===== config.mk =====
export PLATFORM = sky130hd
export DESIGN_NAME = gray_counter
export DESIGN_NICKNAME = d
export VERILOG_FILES = /design/src/rtl/gray_counter.sv
export SDC_FILE = /design/constraint.sdc
export NUM_CORES = 1
export LEC_CHECK = 0
export ABC_AREA = 1
export BUFFER_PORTS_ARGS = -buffer_cell sky130_fd_sc_hd__buf_2
export CAP_MARGIN = 20
export CORE_ASPECT_RATIO = 1.2
export CORE_MARGIN = 2
export CORE_UTILIZATION = 40
export DETAILED_ROUTE_END_ITERATION = 12
export HOLD_SLACK_MARGIN = 0.15
export PLACE_DENSITY_LB_ADDON = 0.1
export SLEW_MARGIN = 5
export SYNTH_ARGS = -nofsm -noshare
export SYNTH_HDL_FRONTEND = slang
export SYNTH_SLANG_ARGS = --single-unit

===== constraint.sdc =====
create_clock -name clk -period 3 [get_ports clk]
set_clock_uncertainty 0.15 [all_clocks]
set_input_delay 0.15 -clock clk [delete_from_list [all_inputs] [get_ports clk]]
set_output_delay 0.15 -clock clk [all_outputs]
set_load 0.05 [all_outputs]

===== src/rtl/gray_counter.sv =====
// gray_counter: synchronous up/down binary counter with a registered Gray
// copy, plus an independent two-stage Gray-to-binary decoder pipeline.
// Optional build macro GRAY_COUNTER_SAT_EN turns the wrapping counter into a
// saturating one; wrap then flags each enabled step blocked at a limit.
`timescale 1ns/1ps

module gray_counter #(
    parameter int WIDTH = 4
) (
    input  logic             clk,
    input  logic             rst,
    input  logic             en,
    input  logic             up,
    input  logic             load,
    input  logic [WIDTH-1:0] load_val,
    output logic [WIDTH-1:0] bin,
    output logic [WIDTH-1:0] gray,
    output logic             wrap,
    input  logic [WIDTH-1:0] gin,
    input  logic             gin_vld,
    output logic [WIDTH-1:0] gdec,
    output logic             gdec_vld
);

    localparam logic [WIDTH-1:0] ALL_ONES = {WIDTH{1'b1}};
    localparam logic [WIDTH-1:0] ONE      = {{(WIDTH-1){1'b0}}, 1'b1};

    logic             at_limit;
    logic [WIDTH-1:0] step_bin;
    logic [WIDTH-1:0] step_gray;
    logic [WIDTH-1:0] load_gray;
    logic [WIDTH-1:0] s1_gin;
    logic             s1_vld;
    logic [WIDTH-1:0] s1_dec;

    // Next counter value for an enabled step; Gray is derived from the next
    // binary value so it lands on the same edge as bin.
    always_comb begin
        at_limit = up ? (bin == ALL_ONES) : (bin == '0);
`ifdef GRAY_COUNTER_SAT_EN
        step_bin = at_limit ? bin : (up ? (bin + ONE) : (bin - ONE));
`else
        step_bin = up ? (bin + ONE) : (bin - ONE);
`endif
        step_gray = step_bin ^ (step_bin >> 1);
        load_gray = load_val ^ (load_val >> 1);
    end

    // Counter register: reset beats load, load beats enable, otherwise hold.
    always_ff @(posedge clk) begin
        if (rst) begin
            bin  <= '0;
            gray <= '0;
            wrap <= 1'b0;
        end else if (load) begin
            bin  <= load_val;
            gray <= load_gray;
            wrap <= 1'b0;
        end else if (en) begin
            bin  <= step_bin;
            gray <= step_gray;
            wrap <= at_limit;
        end else begin
            wrap <= 1'b0;
        end
    end

    // Decoder stage 1: capture the incoming Gray word only when it is valid.
    always_ff @(posedge clk) begin
        if (rst) begin
            s1_gin <= '0;
            s1_vld <= 1'b0;
        end else begin
            s1_vld <= gin_vld;
            if (gin_vld) begin
                s1_gin <= gin;
            end
        end
    end

    // Each decoded bit is the XOR of the Gray bits at and above its position.
    always_comb begin
        s1_dec = '0;
        for (int i = 0; i < WIDTH; i++) begin
            s1_dec[i] = ^(s1_gin >> i);
        end
    end

    // Decoder stage 2: register the decoded word and follow stage-1 valid.
    always_ff @(posedge clk) begin
        if (rst) begin
            gdec     <= '0;
            gdec_vld <= 1'b0;
        end else begin
            gdec_vld <= s1_vld;
            if (s1_vld) begin
                gdec <= s1_dec;
            end
        end
    end

endmodule


==> run summary, run 1 <==
## Synthesis
* 0.001002 mm2 — Cell Area, Synth
* 0 — number of synthesized flops with an enable pin
* sky130_fd_sc_hd__nand2_1 (34), sky130_fd_sc_hd__inv_1 (23), sky130_fd_sc_hd__nor2_1 (20), sky130_fd_sc_hd__dfxtp_1 (18), sky130_fd_sc_hd__a21oi_1 (10) — Synth top cells by count
* 35.96% — share of synthesized area occupied by flip-flops and latches
* 0 — Yosys Warn Count
* 6.726 um2 — Avg Synthesized Cell Area
* 149 — Synth Instances
* 18 — Synth Register Bits
* sky130_fd_sc_hd__nand2_1 — most frequently used cell type in the post-synthesis netlist
* 27 — number of distinct library cell variants in the gate-level netlist after synthesis
* sky130_fd_sc_hd__dfxtp_1 (36%), sky130_fd_sc_hd__nand2_1 (13%), sky130_fd_sc_hd__inv_1 (8.6%) — ranking of synthesized cells by area
* 35.96% — fraction of post-synthesis cell area in the top cell type by area
* 0% — Post-synth ARST share
* sky130_fd_sc_hd__dfxtp_1 — Main synth FF type
* sky130_fd_sc_hd__dfxtp_1 — library cell occupying the most area in the post-synthesis netlist
* 166 — total nets after synthesis

## Critical path
* bin[1]$_SDFFE_PP0P_ — end of the worst register-to-register path
* 3.08 ns — required time of the worst setup path
* 7 — cells on worst reg2reg path
* 2.49 ns — worst path arrival time
* primary input — startpoint types
* bin[0]$_SDFFE_PP0P_ — startpoint of the worst register-to-register path
* 4 — CP max FO
* 0.79 ns — setup slack, reg-to-reg
* register — kind of capture point of the worst setup path
* primary input to register — critical path class

## Power
* 0.7361 nW — static power due to leakage
* 0.2749 mV — Worst IR Drop VDD
* 0.5975 mW — Final Power
* 426.4 mW/mm2 — pwr/cell area

## Layout
* 39.82% — layout overhead on the synthesized area
* 217 — final net count
* 19.70% — layout cell share with drive strength beyond 1
* 229 — Final Instance Count excl. Fillers
* 511.7 um2 — multi-input gate area in the final layout
* 0.001401 mm2 — Non-Filler Cell Area, Final
* 360.3 um2 — Seq. cell area
* 250 — fillers
* 0 — number of diodes

## GRT
* 1054 — number of global-route vias before repair
* 4167 um — global-route wire length before repair
* 0 — antenna violations before repair
* 0 — total gr overflow
* 11 — largest net degree at the start of global routing
* 18.24% — total routing usage reported by global routing

## Floorplan
* 49.70 um — overall die width
* 0.002924 mm2 — Die Outline Area
* 0.002330 mm2 — core footprint
* 19 — number of core rows
* 58.83 um — DIE HEIGHT
* 28 — total I/O pin count
* 43.02% — starting density of the core

## Place
* 1694 um — placed wire-length estimate after detailed placement
* 203 — dpl cells
* 0.001149 mm2 — Placed Area
* 27 — count of port buffers added during placement
* 0.8727 — final weighted congestion in routability-driven placement

## Timing
* 80.39% — period utilization
* 0 — final setup vio count
* 79.01% — worst max-slew margin expressed relative to the limit
* 414.6 MHz — f_max
* 0 — final count of pins violating max slew
* 2.412 ns — post-layout minimum cycle time
* 0 ns — Setup Total Neg Slack
* 0.3145 ns — transition time at the pin with the least slew margin
* no — unrepaired setup endpoints after global routing
* 0 — hold violation total from the final report

## Clock network
* 1 — H-tree depth
* 0 — post-CTS setup-driven buffer insertion count
* sky130_fd_sc_hd__clkbuf_4 — root cell of the clock tree
* 2 — maximum clock insertion buffer count
* 18 — clk sink count
* 0 — CTS-repair resized insts
* 0.10 ns — clock transition time at the flip-flop clock pins of the worst setup and hold paths
* yes — CTS tree
* 3 — number of clock buffers inserted by TritonCTS
* 0.28 ns — clock latency on the worst-skew pair
* 23 — Hold-fix buffers, CTS

## Route
* 6 — number of optimization iterations in the first detailed-route pass
* 1077 — via total after detailed routing
* 0 — # DRC
* 12 — first-iteration detailed-routing DRC count
* 0 — Antenna Violating Nets Remaining
* 4.703 — DR vias/cell
* 2419 um — Routed Wire Length
* 10.56 um — routed length per placed instance

## Worst hold path
* load — start point of the worst min-delay path
* gray[1]$_SDFFE_PP0P_ — destination of the worst hold path
* primary input to register — kind of path behind the tightest hold check
* 5 — WHS Path Cells

## Run
* 0 — max-cap check violation count

## Status
* completed — result of the run

sequential cells by signal (all words and copies together) (netlist names):
name and flops:
s1_vld 1, gdec 4, bin 4, gdec_vld 1
wrap 1, gray 3, s1_gin 4
report_power, final:
| part | internal [mW] | leakage [nW] | switching [mW] | total, mW |
|---|---|---|---|---|
| combinational | 0.0750 | 0.573 | 0.131 | 0.206 |
| sequential | 0.257 | 0.149 | 0.0154 | 0.273 |
| clock | 0.0466 | 0.0138 | 0.0722 | 0.119 |
metrics by stage:
step | util (%) | hold slack, ns | worst slack [ns]
2_1_floorplan | - | 0.1349 | 1.114
3_3_place_gp | 49.30 | 0.2262 | 1.325
3_5_place_dp | 49.30 | 0.2318 | 1.343
4_1_cts | 60.15 | 0.1848 | 0.6505
5_1_grt | 60.15 | 0.2236 | 0.4535
6_report | 60.15 | 0.1919 | 0.5882
layout make-up:
cell class / count / area share [%]
multi-input cells: 101 / 36.52
well taps: 31 / 2.768
clock buffers: 3 / 1.607
repair buffers: 50 / 26.07
inverters: 26 / 7.321
flip-flops and latches: 18 / 25.71
cell families after synthesis:
group,after synthesis,synth area share [%]
and+or+nand+nor,70,30.46
buffers and inverters,30,12.98
AOI/OAI and AO/OA,27,15.23
DFF,18,35.96
adders and majority gates,3,4.494
xor gates and xnor gates,1,0.8741
how the worst max path moves through the flow:
| stage | start | end | slack (ns) | cells past startpoint |
|---|---|---|---|---|
| after floorplan | bin[0]$_SDFFE_PP0P_ | gray[0]$_SDFFE_PP0P_ | 1.11 | 7 |
| final | up | bin[1]$_SDFFE_PP0P_ | 0.59 | 10 |
| after global routing | up | bin[1]$_SDFFE_PP0P_ | 0.45 | 10 |
| after CTS | up | bin[1]$_SDFFE_PP0P_ | 0.65 | 10 |
| after global placement | bin[0]$_SDFFE_PP0P_ | gray[1]$_SDFFE_PP0P_ | 1.32 | 6 |
| after detailed placement | bin[0]$_SDFFE_PP0P_ | gray[1]$_SDFFE_PP0P_ | 1.34 | 6 |
worst max-delay path, cell delays in order:
cell and delay (ns):
sky130_fd_sc_hd__dlygate4sd3_1 0.52, sky130_fd_sc_hd__buf_2 0.12, sky130_fd_sc_hd__inv_1 0.09, sky130_fd_sc_hd__fa_1 0.57, sky130_fd_sc_hd__inv_1 0.05, sky130_fd_sc_hd__nor2_2 0.11
sky130_fd_sc_hd__o21bai_1 0.12, sky130_fd_sc_hd__nand2_1 0.06, sky130_fd_sc_hd__a21oi_1 0.13, sky130_fd_sc_hd__dlygate4sd3_1 0.57
layout by cell type (no fill, tap or decap):
| cell | Yosys | final |
|---|---|---|
| sky130_fd_sc_hd__inv_6 | 1 | 1 |
| sky130_fd_sc_hd__xor2_1 | 1 | 1 |
| sky130_fd_sc_hd__a31oi_1 | 1 | 1 |
| sky130_fd_sc_hd__o21bai_1 | 1 | 1 |
| sky130_fd_sc_hd__buf_2 | 1 | 27 |
| sky130_fd_sc_hd__nand2_4 | 1 | 1 |
| sky130_fd_sc_hd__inv_2 | 2 | 2 |
| sky130_fd_sc_hd__dlygate4sd3_1 | 0 | 23 |
| sky130_fd_sc_hd__o211ai_1 | 1 | 1 |
| sky130_fd_sc_hd__or2_1 | 1 | 1 |
| sky130_fd_sc_hd__nor2_4 | 2 | 2 |
| sky130_fd_sc_hd__nor3_1 | 1 | 1 |
| sky130_fd_sc_hd__inv_1 | 23 | 23 |
| sky130_fd_sc_hd__fa_1 | 1 | 1 |
| sky130_fd_sc_hd__o21ai_2 | 1 | 1 |
| sky130_fd_sc_hd__dfxtp_1 | 18 | 18 |
| sky130_fd_sc_hd__clkbuf_4 | 0 | 3 |
| sky130_fd_sc_hd__nand3_1 | 9 | 9 |
| sky130_fd_sc_hd__a21oi_1 | 10 | 10 |
| sky130_fd_sc_hd__nand2_1 | 34 | 34 |
| sky130_fd_sc_hd__o21ai_0 | 9 | 9 |
| sky130_fd_sc_hd__ha_1 | 2 | 2 |
| sky130_fd_sc_hd__nor2_2 | 2 | 2 |
| sky130_fd_sc_hd__o22ai_1 | 2 | 2 |
| sky130_fd_sc_hd__nor2_1 | 20 | 20 |
| sky130_fd_sc_hd__a22oi_1 | 2 | 2 |
metal layers:
| metal | vias up | global-route usage, % | part of all wire, % |
|---|---|---|---|
| met5 | - | 0 | 0 |
| met3 | 4 | 1.523 | 3.3 |
| li1 | 566 | - | - |
| met1 | 482 | 20.22 | 41 |
| met4 | 0 | 8.730 | 1.5 |
| met2 | 25 | 34.86 | 54 |
(Power assumes the default switching activity.)
==> run 2: changes to the inputs <==
==> constraint.sdc (replaced) <==
create_clock -name clk -period 2 [get_ports clk]
set_clock_uncertainty 0.15 [all_clocks]
set_input_delay 0.1 -clock clk [delete_from_list [all_inputs] [get_ports clk]]
set_output_delay 0.1 -clock clk [all_outputs]
set_load 0.05 [all_outputs]
==> run summary, run 2 (synthesized netlist as in run 1, its figures left out) <==
## Timing
* 0.3005 ns — transition time at the pin with the least slew margin, -0.01395 ns
* 99.68% — period utilization
* 501.6 MHz — f_max
* 0 ns — Setup Total Neg Slack, unchanged
* 1.994 ns — post-layout minimum cycle time
* 0 — hold violation total from the final report, unchanged
* 0.006461 ns — minimum setup slack in the final design, -0.5818 ns
* 79.94% — worst max-slew margin expressed relative to the limit, +0.93 points
* 0.1823 ns — Final Hold Slack, -0.009579 ns
* 0 — final setup vio count, unchanged
* 0 — final count of pins violating max slew, unchanged

## Place
* 0.001149 mm2 — Placed Area, unchanged
* 27 — count of port buffers added during placement, unchanged
* 203 — dpl cells, unchanged
* 0.8510 — final weighted congestion in routability-driven placement, -2.5%
* 0.3040 ns — setup slack after placement, -1.039 ns
* 1729 um — placed wire-length estimate after detailed placement, +2.1%

## GRT
* 0 — total gr overflow, unchanged
* 1.777% — routing usage on met3, +0.25 points
* 18.47% — met1 capacity usage during global routing, -1.8 points
* 0 — antenna violations before repair, unchanged
* 19.64% — total routing usage reported by global routing, +1.4 points
* 1100 — number of global-route vias before repair, +4.4%
* met2 — global route hottest layer
* 39.62% — met2 usage, +4.8 points
* 4340 um — global-route wire length before repair, +4.2%
* 11 — largest net degree at the start of global routing, unchanged

## Layout
* bin x4, gdec x4, s1_gin x4 — Largest regs
* 243 — fillers, -2.8%
* sky130_fd_sc_hd__nand2_1 — leading cell type in the layout, fill and taps excluded
* 0.001486 mm2 — Non-Filler Cell Area, Final, +6.1%
* 223 — final net count, +2.8%
* 362.8 um2 — Seq. cell area, +0.69%
* 0 — number of diodes, unchanged
* 63.80% — Post-Route Utilization, +3.7 points
* 518.0 um2 — multi-input gate area in the final layout, +1.2%
* 48.32% — layout overhead on the synthesized area
* 236 — Final Instance Count excl. Fillers, +3.1%
* 20.98% — layout cell share with drive strength beyond 1, +1.3 points
* sky130_fd_sc_hd__nand2_1 (34), sky130_fd_sc_hd__dlygate4sd3_1 (28), sky130_fd_sc_hd__buf_2 (27), sky130_fd_sc_hd__inv_1 (23), sky130_fd_sc_hd__nor2_1 (20) — most used cells in the layout excluding fill and tap cells

## Power
* 0.7861 nW — static power due to leakage, +6.8%
* 649.3 mW/mm2 — pwr/cell area, +52%
* 0.9652 mW — Final Power, +62%
* 0.4824 mV — Worst IR Drop VDD, +75%

## Clock network
* 0.11 ns — clock transition time at the flip-flop clock pins of the worst setup and hold paths, about the same
* 3 — number of clock buffers inserted by TritonCTS, unchanged
* 0.30 ns — clock latency on the worst-skew pair, +0.02 ns
* 18 — clk sink count, unchanged
* yes — CTS tree
* 0 — post-CTS setup-driven buffer insertion count, unchanged
* sky130_fd_sc_hd__clkbuf_4 — root cell of the clock tree
* 1 — H-tree depth, unchanged
* 2 — maximum clock insertion buffer count, unchanged

## Floorplan
* 0.002330 mm2 — core footprint, unchanged
* 43.02% — starting density of the core, unchanged
* 0.002924 mm2 — Die Outline Area, unchanged
* 28 — total I/O pin count, unchanged
* 19 — number of core rows, unchanged
* 58.83 um — DIE HEIGHT, unchanged
* 49.70 um — overall die width, unchanged

## Critical path
* bin[0]$_SDFFE_PP0P_ — first element of the critical path
* 2.04 ns — required time of the worst setup path, -1.04 ns
* bin[0]$_SDFFE_PP0P_ — startpoint of the worst register-to-register path
* register — startpoint types
* 2.04 ns — worst path arrival time, -0.45 ns
* 7 — CP max FO, +3
* register — kind of capture point of the worst setup path
* 0.006 ns — setup slack, reg-to-reg, -0.78 ns
* bin[2]$_SDFFE_PP0P_ — end of the worst register-to-register path
* 6 — cells on worst reg2reg path, -1
* register to register — critical path class

## Route
* 16 — first-iteration detailed-routing DRC count, +4
* 0 — # DRC, unchanged
* 4 — number of optimization iterations in the first detailed-route pass, -2
* 1116 — via total after detailed routing, +3.6%
* 11.26 um — routed length per placed instance, +6.6%
* 4.729 — DR vias/cell, +0.55%
* 0 — Antenna Violating Nets Remaining, unchanged
* 2658 um — Routed Wire Length, +9.9%

## Status
* completed — result of the run

## Worst hold path
* 7 — WHS Path Cells, +2
* gray[1]$_SDFFE_PP0P_ — destination of the worst hold path
* primary input to register — kind of path behind the tightest hold check
* load_val[2] — start point of the worst min-delay path

## Run
* 0 — max-cap check violation count, unchanged

-- run 2: cell types whose count changed in the layout (fill, tap and decap cells not counted) --
cell / delta
sky130_fd_sc_hd__o22ai_1: -1
sky130_fd_sc_hd__o21ai_1: +1
sky130_fd_sc_hd__dfxtp_1: -2
sky130_fd_sc_hd__dfxtp_2: +2
sky130_fd_sc_hd__o22ai_2: +1
sky130_fd_sc_hd__dlygate4sd3_1: +5
sky130_fd_sc_hd__clkbuf_8: +1
sky130_fd_sc_hd__dlymetal6s4s_1: +1
sky130_fd_sc_hd__o21ai_0: -1
-- run 2: power breakdown --
group	internal [mW]	switching [mW]	total, mW
clock network	0.111	0.118	0.229
registers	0.386	0.0235	0.410
logic	0.121	0.205	0.326
-- run 2: worst max-delay path by stage --
stage / to / slack [ns] / cells past startpoint
floorplan: gray[0]$_SDFFE_PP0P_ / 0.11 / 7
global placement: gray[1]$_SDFFE_PP0P_ / 0.35 / 6
detailed placement: gray[1]$_SDFFE_PP0P_ / 0.30 / 6
CTS: s1_gin[1]$_SDFFE_PP0P_ / 0.04 / 6
global route: bin[2]$_SDFFE_PP0P_ / -0.04 / 6
finish: bin[2]$_SDFFE_PP0P_ / 0.006 / 6
-- run 2: timing repair --
item	in CTS	in global routing
setup endpoints to repair	0	4
hold endpoints to repair	16	0
hold buffers	31	0
resized for setup	0	5
-- run 2: layer usage --
layer / vias to the layer above / share of wire [%]
met1: 512 / 39
met2: 21 / 55
met5: - / 0
met3: 8 / 2.6
li1: 575 / -
met4: 0 / 3.1
-- run 2: area by class of cell --
cell class | instances | area share, %
well taps | 31 | 2.609
multi-input cells | 101 | 34.85
inverters | 26 | 6.902
clock buffers | 4 | 2.441
flip-flops and latches | 18 | 24.41
repair buffers | 56 | 28.79
-- run 2: worst max-delay path, cell delays in order (launching register included) --
cell and delay (ns):
sky130_fd_sc_hd__dfxtp_2 0.37, sky130_fd_sc_hd__fa_1 0.41, sky130_fd_sc_hd__inv_1 0.07, sky130_fd_sc_hd__nand2_1 0.08, sky130_fd_sc_hd__nand2_1 0.14, sky130_fd_sc_hd__o22ai_2 0.10, sky130_fd_sc_hd__dlygate4sd3_1 0.57
